File: config.mk
export PLATFORM = sky130hd
export DESIGN_NAME = rtype_control_sequencer
export DESIGN_NICKNAME = d
export VERILOG_FILES = /design/src/rtl/ctrl_pkg.sv /design/src/rtl/ir_decoder.sv /design/src/rtl/rtype_control_sequencer.sv
export SDC_FILE = /design/constraint.sdc
export NUM_CORES = 1
export LEC_CHECK = 0
export ABC_CLOCK_PERIOD_IN_PS = 2200
export CORE_MARGIN = 2
export CORE_UTILIZATION = 33
export CTS_CLUSTER_DIAMETER = 80
export CTS_CLUSTER_SIZE = 12
export DETAILED_ROUTE_END_ITERATION = 12
export PLACE_DENSITY = 0.9
export SYNTH_ARGS = -nofsm -noshare
export SYNTH_HDL_FRONTEND = slang
export SYNTH_SLANG_ARGS = --single-unit
File: constraint.sdc
create_clock -name clock -period 2.2 [get_ports clock]
set_input_delay 0.44 -clock clock [delete_from_list [all_inputs] [get_ports clock]]
set_output_delay 0.44 -clock clock [all_outputs]
set_load 0.05 [all_outputs]
File: src/rtl/ctrl_pkg.sv
// ctrl_pkg: shared encodings for the hardwired control sequencers.
//   state_t          : IDLE, T0..T6 T-state register encoding
//   OP_*             : 5-bit opcodes (ir[31:27])
//   BUS_*            : BusDataSelect sources (0_rrrr selects GP register rrrr)
//   ALU_*            : ALU_op codes
//   opcode_to_aluop  : returns {legal, is_muldiv, alu_op}
package ctrl_pkg;

   typedef enum logic [2:0] {IDLE, T0, T1, T2, T3, T4, T5, T6} state_t;

   localparam logic [4:0] OP_ADD  = 5'b00011;
   localparam logic [4:0] OP_SUB  = 5'b00100;
   localparam logic [4:0] OP_AND  = 5'b00101;
   localparam logic [4:0] OP_OR   = 5'b00110;
   localparam logic [4:0] OP_ROR  = 5'b00111;
   localparam logic [4:0] OP_ROL  = 5'b01000;
   localparam logic [4:0] OP_SHR  = 5'b01001;
   localparam logic [4:0] OP_SHRA = 5'b01010;
   localparam logic [4:0] OP_SHL  = 5'b01011;
   localparam logic [4:0] OP_MUL  = 5'b01111;
   localparam logic [4:0] OP_DIV  = 5'b10000;

   localparam logic [4:0] BUS_HI  = 5'b10000;
   localparam logic [4:0] BUS_LO  = 5'b10001;
   localparam logic [4:0] BUS_ZHI = 5'b10010;
   localparam logic [4:0] BUS_ZLO = 5'b10011;
   localparam logic [4:0] BUS_PC  = 5'b10100;
   localparam logic [4:0] BUS_MDR = 5'b10101;

   localparam logic [3:0] ALU_ADD  = 4'b0000;
   localparam logic [3:0] ALU_SUB  = 4'b0001;
   localparam logic [3:0] ALU_AND  = 4'b0010;
   localparam logic [3:0] ALU_OR   = 4'b0011;
   localparam logic [3:0] ALU_SHR  = 4'b0100;
   localparam logic [3:0] ALU_SHRA = 4'b0101;
   localparam logic [3:0] ALU_SHL  = 4'b0110;
   localparam logic [3:0] ALU_MUL  = 4'b0111;
   localparam logic [3:0] ALU_DIV  = 4'b1000;
   localparam logic [3:0] ALU_ROL  = 4'b1001;
   localparam logic [3:0] ALU_ROR  = 4'b1010;

   function automatic logic [5:0] opcode_to_aluop(input logic [4:0] op);
      logic [5:0] r;
      case (op)
         OP_ADD:  r = {2'b10, ALU_ADD};
         OP_SUB:  r = {2'b10, ALU_SUB};
         OP_AND:  r = {2'b10, ALU_AND};
         OP_OR:   r = {2'b10, ALU_OR};
         OP_SHR:  r = {2'b10, ALU_SHR};
         OP_SHRA: r = {2'b10, ALU_SHRA};
         OP_SHL:  r = {2'b10, ALU_SHL};
         OP_ROL:  r = {2'b10, ALU_ROL};
         OP_ROR:  r = {2'b10, ALU_ROR};
         OP_MUL:  r = {2'b11, ALU_MUL};
         OP_DIV:  r = {2'b11, ALU_DIV};
         default: r = 6'b000000;
      endcase
      return r;
   endfunction

endpackage

File: src/rtl/ir_decoder.sv
// ir_decoder: combinational IR field extraction and opcode legality.
// Ports:
//   ir        in  32  instruction register contents
//   ra,rb,rc  out 4   register fields ir[26:23], ir[22:19], ir[18:15]
//   legal     out 1   opcode is a supported R-format or MUL/DIV opcode
//   is_muldiv out 1   opcode uses the two-write (LO then HI) form
//   alu_op    out 4   ALU operation for the opcode (0 when illegal)
module ir_decoder
   import ctrl_pkg::*;
(
   input  logic [31:0] ir,
   output logic [3:0]  ra,
   output logic [3:0]  rb,
   output logic [3:0]  rc,
   output logic        legal,
   output logic        is_muldiv,
   output logic [3:0]  alu_op
);

   // Immediate/constant bits are not needed by R-format sequencing.
   logic unused_ir;
   assign unused_ir = ^ir[14:0];

   assign ra = ir[26:23];
   assign rb = ir[22:19];
   assign rc = ir[18:15];
   assign {legal, is_muldiv, alu_op} = opcode_to_aluop(ir[31:27]);

endmodule

File: src/rtl/rtype_control_sequencer.sv
// rtype_control_sequencer: hardwired T-state FSM for register-register ALU
// instructions (including two-write MUL/DIV), driving the datapath controls.
// Optional build macro: CTRL_STEP_EN adds a 'step' input that gates every
// state transition and suppresses enables while it is low.
// Ports:
//   clock, clear        clock and synchronous active-high reset
//   run                 fetch back-to-back while high
//   ir[31:0]            IR contents from the datapath
//   mem_rdy             memory data valid (qualifies the T1 MDR load)
//   step                (CTRL_STEP_EN only) single-step advance
//   BusDataSelect[4:0]  bus source; GP_addr[3:0] GP write index
//   e_*                 register load enables; incPC, MDR_read
//   ALU_op[3:0]         ALU operation in T4
//   busy, done, illegal, mem_timeout  status
module rtype_control_sequencer
   import ctrl_pkg::*;
#(
   parameter int MEM_WAIT_MAX = 15
) (
   input  logic        clock,
   input  logic        clear,
   input  logic        run,
   input  logic [31:0] ir,
   input  logic        mem_rdy,
`ifdef CTRL_STEP_EN
   input  logic        step,
`endif
   output logic [4:0]  BusDataSelect,
   output logic [3:0]  GP_addr,
   output logic        e_PC,
   output logic        e_IR,
   output logic        e_Y,
   output logic        e_Z,
   output logic        e_HI,
   output logic        e_LO,
   output logic        e_MDR,
   output logic        e_MAR,
   output logic        e_GP,
   output logic        incPC,
   output logic        MDR_read,
   output logic [3:0]  ALU_op,
   output logic        busy,
   output logic        done,
   output logic        illegal,
   output logic        mem_timeout
);

   localparam int CW = $clog2(MEM_WAIT_MAX + 1);

   state_t        state, nxt;
   logic [CW-1:0] wcnt, wcnt_nxt;
   logic [3:0]    ra, rb, rc, alu_op;
   logic          legal, is_muldiv;
   logic          adv;

   ir_decoder u_dec (
      .ir        (ir),
      .ra        (ra),
      .rb        (rb),
      .rc        (rc),
      .legal     (legal),
      .is_muldiv (is_muldiv),
      .alu_op    (alu_op)
   );

   // adv gates both transitions and enables, so a held state keeps its bus
   // source visible without committing any register load.
`ifdef CTRL_STEP_EN
   assign adv = step;
`else
   assign adv = 1'b1;
`endif

   always_ff @(posedge clock) begin
      if (clear) begin
         state <= IDLE;
         wcnt  <= '0;
      end else begin
         state <= nxt;
         wcnt  <= wcnt_nxt;
      end
   end

   always_comb begin
      nxt           = state;
      wcnt_nxt      = '0;
      BusDataSelect = 5'b00000;
      GP_addr       = 4'd0;
      ALU_op        = 4'd0;
      e_PC = 1'b0; e_IR = 1'b0; e_Y  = 1'b0; e_Z   = 1'b0; e_HI  = 1'b0;
      e_LO = 1'b0; e_MDR = 1'b0; e_MAR = 1'b0; e_GP = 1'b0;
      incPC = 1'b0; MDR_read = 1'b0;
      done = 1'b0; illegal = 1'b0; mem_timeout = 1'b0;
      busy = (state != IDLE);

      case (state)
         IDLE: if (run) nxt = T0;
         T0: begin
            BusDataSelect = BUS_PC;
            e_MAR = adv; incPC = adv; e_Z = adv;
            nxt = T1;
         end
         T1: begin
            // PC reload every stall cycle is harmless: Z still holds PC+1.
            BusDataSelect = BUS_ZLO;
            e_PC = adv;
            if (mem_rdy) begin
               MDR_read = adv; e_MDR = adv;
               nxt = T2;
            end else if (wcnt == CW'(MEM_WAIT_MAX)) begin
               mem_timeout = adv;
               nxt = IDLE;
            end else begin
               wcnt_nxt = wcnt + 1'b1;
            end
         end
         T2: begin
            BusDataSelect = BUS_MDR;
            e_IR = adv;
            nxt = T3;
         end
         T3: begin
            if (!legal) begin
               illegal = adv;
               nxt = IDLE;
            end else begin
               BusDataSelect = {1'b0, is_muldiv ? ra : rb};
               e_Y = adv;
               nxt = T4;
            end
         end
         T4: begin
            BusDataSelect = {1'b0, is_muldiv ? rb : rc};
            ALU_op = alu_op;
            e_Z = adv;
            nxt = T5;
         end
         T5: begin
            BusDataSelect = BUS_ZLO;
            if (is_muldiv) begin
               e_LO = adv;
               nxt = T6;
            end else begin
               GP_addr = ra;
               e_GP = adv; done = adv;
               nxt = run ? T0 : IDLE;
            end
         end
         T6: begin
            BusDataSelect = BUS_ZHI;
            e_HI = adv; done = adv;
            nxt = run ? T0 : IDLE;
         end
         default: nxt = IDLE;
      endcase

      if (!adv) begin
         nxt      = state;
         wcnt_nxt = wcnt;
      end
   end

endmodule
==> results.cfg, run 1 <==
[outcome]
outcome = finished with violations
violations = setup timing

[timing]
slew_headroom = 0.724
fin_skew_ns = 0.00152
rsz0062_at_grt = true
setup_ws_ns = -0.225
min_period_ns = 2.43
fin_setup_tns_ns = -0.690
hold_viol_final = 0
setup_violations = 4
min_period_over_period = 1.10
max_clock_freq_mhz = 412
drv_slew = 0
tightestPinTransition_ns = 0.412

[floorplan]
coreArea_sq_mm = 0.00241
start_util = 0.341
chipWidth_microns = 53.9
fp.dieH_microns = 53.9
boundaryPins = 64
die-area_sq_mm = 0.00290
rows = 18

[clock_network]
clk_latency_ns = 0.26
cts_made_buffers = 3
cts_buffer_depth = 2
holdBufCountCts = 0
cts_tree = yes
root_buffer = clkbuf_4
clk_pin_slew_worst_paths_ns = 0.05
clock-sinks = 7
htreeDepth = 1

[global_route]
antenna_found_initial = 0
grt_pass1_vias = 1400
gr-total-overflow = 0
grt_pass1_wl_mm = 6.34
gr-usage-all-layers = 0.311
grt_max_degree = 15

[finish]
stdcell_area_sq_mm = 0.00206
syn_to_final_growth_pct = 151
diodes = 0
layout_common_cells = 24 x buf_4, 24 x buf_12, 15 x clkdlybuf4s50_1
stdcell_count = 223
nets = 231
drive_above_1_share = 0.528

[logic_synthesis]
synth.largest_area_cell = dfxtp_1
synth_enable_flop_cells = 0
synth_area_per_cell_sq_um = 7.02
syn-num-nets = 154
netlist_area_sq_um = 821
ys_ff_latch = 7
netlist_instances = 117
async_reset_ff_frac = 0
ys.flop_type = dfxtp_1
synth_top_area_frac = 0.171
synth_cell_types = 42
ys_warn_count = 0
ys_seq_area_frac = 0.171
yosys-top-cells-area = dfxtp_1 17%, nand2_1 5.5%, nor2_1 5.5%, mux2i_1 4.9%, nor3_1 4.9%

[setup_path]
start_kind = input port
r2r_cells = 5
critPathArrivalTime_ns = 1.99
rrSetupSlack_ns = 0.73
path_cells = buf_8 > or4b_4 > a21oi_4 > buf_6 > o2111ai_4 > o211ai_1 > clkbuf_16
worstPathRequired_ns = 1.76
critPathMaxFanout = 3
r2r-start = state[0]
crit_path_end_kind = output pin
crit_end = BusDataSelect[3]
crit_path_max_incr_delay_ns = 0.55
reg2reg_to = state[0]
startpoint = ir[28]
critPathKind = in2out
cp_slowest_cell = or4b_4

[worst_hold_path]
min_path_type = reg2reg
whs_path_depth = 1

[placement]
dp_hpwl_mm = 2.82
gp_congestion = 0.750
placed_cell_area_sq_mm = 0.00179
placedCellCount = 214
portBuffers = 48

[power_and_ir_drop]
peakVddDrop_mv = 0.457
powerDensity_mw_per_mm2 = 417
leakage_nw = 0.853
power_uw = 860

[route]
via_count = 1360
viasPerCell = 6.10
drtAntennaViolNets = 0
routed_wirelength_mm = 4.71
drtPass1Iterations = 4
drt_iter0_drc = 46
wl_per_cell_microns = 21.1
drc = 0

[run]
drv_cap = 0
==> state kept, by name, indices dropped and copies added (netlist names) <==
signal	flops
wcnt	4
state	3
==> final cells by class <==
class	instances	area (sq um)
multi-input cells	96	830
flip-flops and latches	7	141
repair buffers	78	992
inverters	8	33.8
clock buffers	4	26.3
well taps	30	37.5
fillers	100	349
==> cell families after synthesis <==
kind of cell	share of synthesized area
AND/OR/NAND/NOR	0.352
XOR/XNOR	0.0320
multiplexers	0.0899
adder cells (fa/ha/maj)	0.0274
AO/OA/AOI/OAI	0.253
flip-flops	0.171
buffers and inverters	0.0747
==> repair_timing <==
item / CTS / global route
setup endpoints to repair: 17 / 18
buffers inserted: 2 / 3
gates cloned: 1 / 0
pin swaps: 6 / 10
gates resized for setup: 46 / 27
==> report_power, final <==
part,switching [mW],internal (mW),total (mW)
sequential,0.0102,0.135,0.145
clock,0.0517,0.0695,0.121
combinational,0.322,0.272,0.594
==> worst min path at each step <==
stage,slack [ns],end,start
after CTS,0.46,wcnt[0],wcnt[0]
final,0.46,wcnt[0],wcnt[0]
after global placement,0.43,wcnt[0],wcnt[0]
after global routing,0.49,wcnt[0],wcnt[0]
after floorplan,0.42,wcnt[0],wcnt[0]
after detailed placement,0.45,wcnt[0],wcnt[0]
==> per-stage QoR <==
step	util	setup WS (ns)	hold slack [ns]
after floorplan	-	-0.451	0.418
after detailed placement	0.742	-0.599	0.451
after global placement	0.742	-0.494	0.426
final	0.855	-0.225	0.460
after CTS	0.813	-0.249	0.463
after global routing	0.855	-0.259	0.486
==> metal layers <==
metal  part of all wire  wire length [microns]  vias up  track usage
met2               0.50                   2340      105        0.565
met3               0.10                    489       37       0.0917
met5                  0                      0        -            0
met4              0.069                    323        0        0.218
li1                   -                      -      580            -
met1               0.33                   1560      638        0.295
==> critical path: cells and delay by family <==
kind	cells	cell delay [ns]
buffers and inverters	3	0.47
AND/OR/NAND/NOR	1	0.55
AO/OA/AOI/OAI	3	0.52
==> cells in the mapped netlist (all sizes together) (2+ instances only) <==
cell / instances
nor2: 12
dfxtp: 7
nand2b: 5
and3: 6
xor2: 2
inv: 8
nor3b: 2
mux2: 3
a21oi: 8
mux2i: 4
nor3: 8
o211ai: 3
o21ai: 3
clkbuf: 3
nand3: 5
o221ai: 2
buf: 3
nand2: 12
No activity file was read; power rests on OpenSTA's default activity.
==> run 2: changes to the inputs <==
--- a/config.mk
+++ b/config.mk
@@ -15,3 +15,4 @@
 export SYNTH_ARGS = -nofsm -noshare
 export SYNTH_HDL_FRONTEND = slang
 export SYNTH_SLANG_ARGS = --single-unit
+export TNS_END_PERCENT = 100
==> results of run 2 <==
Final layout, timing and power as in run 1 (identical DEF).
==> run 3: changes to the inputs <==
--- a/config.mk
+++ b/config.mk
@@ -5,7 +5,7 @@
 export SDC_FILE = /design/constraint.sdc
 export NUM_CORES = 1
 export LEC_CHECK = 0
-export ABC_CLOCK_PERIOD_IN_PS = 2200
+export ABC_CLOCK_PERIOD_IN_PS = 2400
 export CORE_MARGIN = 2
 export CORE_UTILIZATION = 33
 export CTS_CLUSTER_DIAMETER = 80
==> constraint.sdc (replaced) <==
create_clock -name clock -period 2.4 [get_ports clock]
set_input_delay 0.48 -clock clock [delete_from_list [all_inputs] [get_ports clock]]
set_output_delay 0.48 -clock clock [all_outputs]
set_load 0.05 [all_outputs]
==> results.cfg, run 3 (synthesis gave the netlist of run 1 again) <==
[outcome]
outcome = finished with violations
violations = setup timing

[clock_network]
clk_latency_ns = 0.27
clk_pin_slew_worst_paths_ns = 0.06
root_buffer = clkbuf_4
clock-sinks = 7
cts_made_buffers = 3
cts_buffer_depth = 2
htreeDepth = 1
cts_tree = yes

[route]
drc = 0
drtPass1Iterations = 4
drt_iter0_drc = 29
routed_wirelength_mm = 4.02
drtAntennaViolNets = 0
wl_per_cell_microns = 18.1
viasPerCell = 5.60
via_count = 1244

[setup_path]
reg2reg_to = state[0]
crit_path_max_incr_delay_ns = 0.54
startpoint = ir[28]
crit_path_end_kind = output pin
r2r-start = state[1]
r2r_cells = 5
path_cells = buf_8 > or4b_4 > a21oi_4 > buf_6 > o2111ai_4 > o211ai_1 > clkbuf_16
cp_slowest_cell = or4b_4
critPathKind = in2out
start_kind = input port
critPathMaxFanout = 4
worstPathRequired_ns = 1.92
critPathArrivalTime_ns = 1.99
rrSetupSlack_ns = 0.97

[finish]
top_regs = wcnt x4, state x3
nets = 230
regMostFlops = wcnt
diodes = 0
stdcell_area_sq_mm = 0.00193
final_common_cell = buf_4
largest_reg_flops = 4
stdcell_count = 222
utilization = 0.801
syn_to_final_growth_pct = 135
layout_common_cells = 34 x buf_4, 18 x buf_12, 15 x clkdlybuf4s50_1
drive_above_1_share = 0.495

[floorplan]
start_util = 0.341
boundaryPins = 64
die-area_sq_mm = 0.00290
coreArea_sq_mm = 0.00241
chipWidth_microns = 53.9
fp.dieH_microns = 53.9
rows = 18

[timing]
setup_ws_ns = -0.0683
tightestPinTransition_ns = 0.444
min_period_over_period = 1.03
rsz0062_at_grt = true
setup_violations = 2
max_clock_freq_mhz = 405
whs_ns = 0.468
fin_skew_ns = 0.000389
hold_viol_final = 0
min_period_ns = 2.47
drv_slew = 0
slew_headroom = 0.701

[run]
drv_cap = 0

[power_and_ir_drop]
powerDensity_mw_per_mm2 = 376
leakage_nw = 0.799
power_uw = 725
peakVddDrop_mv = 0.379

[worst_hold_path]
min_path_type = reg2reg
whs_path_depth = 1
min_to = wcnt[0]
worstHoldStart = wcnt[0]

[placement]
placedCellCount = 210
portBuffers = 48
dp_hpwl_mm = 2.60
gp_congestion = 0.819
placed_cell_area_sq_mm = 0.00170

[global_route]
grt_pass1_vias = 1216
gr-total-overflow = 0
gr-usage-all-layers = 0.275
grt_max_degree = 12
antenna_found_initial = 0
grt_pass1_wl_mm = 5.63
[run 3: routing by layer]
layer / routed length (microns) / global-route usage
met4: 220 / 0.162
met1: 1420 / 0.285
met2: 2200 / 0.514
met3: 177 / 0.0417
met5: 0 / 0
[run 3: area by class of cell]
cell class | count | area, sq um
clock buffer | 3 | 22.5
clock inverter | 1 | 5.00
fill | 151 | 480
inverter | 8 | 30.0
multi-input combinational | 96 | 812
sequential | 7 | 141
tap | 30 | 37.5
timing repair buffer | 77 | 881
[run 3: critical path: cells and delay by family]
family | cells | cell delay (ns)
buf+inv | 3 | 0.47
simple gates | 1 | 0.54
compound gates | 3 | 0.48
[run 3: power by group]
group | switching, mW | internal, mW | total (mW) | leakage [nW]
sequential | 0.0171 | 0.123 | 0.140 | 0.0571
combinational | 0.264 | 0.202 | 0.466 | 0.724
clock | 0.0566 | 0.0617 | 0.118 | 0.0177
total | 0.338 | 0.387 | 0.725 | 0.799
[run 3: how the worst max path moves through the flow]
stage / to / slack (ns) / depth (start not counted)
after floorplan: ALU_op[0] / -0.31 / 4
after CTS: BusDataSelect[3] / -0.11 / 7
final: BusDataSelect[3] / -0.07 / 7
after global placement: BusDataSelect[3] / -0.40 / 6
after detailed placement: BusDataSelect[3] / -0.44 / 6
after global routing: BusDataSelect[3] / -0.10 / 7
[run 3: repair_timing]
action                     4_1_cts  5_1_grt
setup endpoints to repair       16        8
setup buffers                    8        2
pin swaps                        7       11
gates resized for setup         37       17
hold buffers                     0        0
[run 3: stage by stage]
| stage | setup TNS (ns) | setup WS [ns] |
|---|---|---|
| 6_report | -0.0872 | -0.0683 |
| 2_1_floorplan | -1.39 | -0.312 |
| 3_5_place_dp | -3.37 | -0.442 |
| 5_1_grt | -0.217 | -0.102 |
| 4_1_cts | -0.188 | -0.107 |
| 3_3_place_gp | -2.60 | -0.397 |
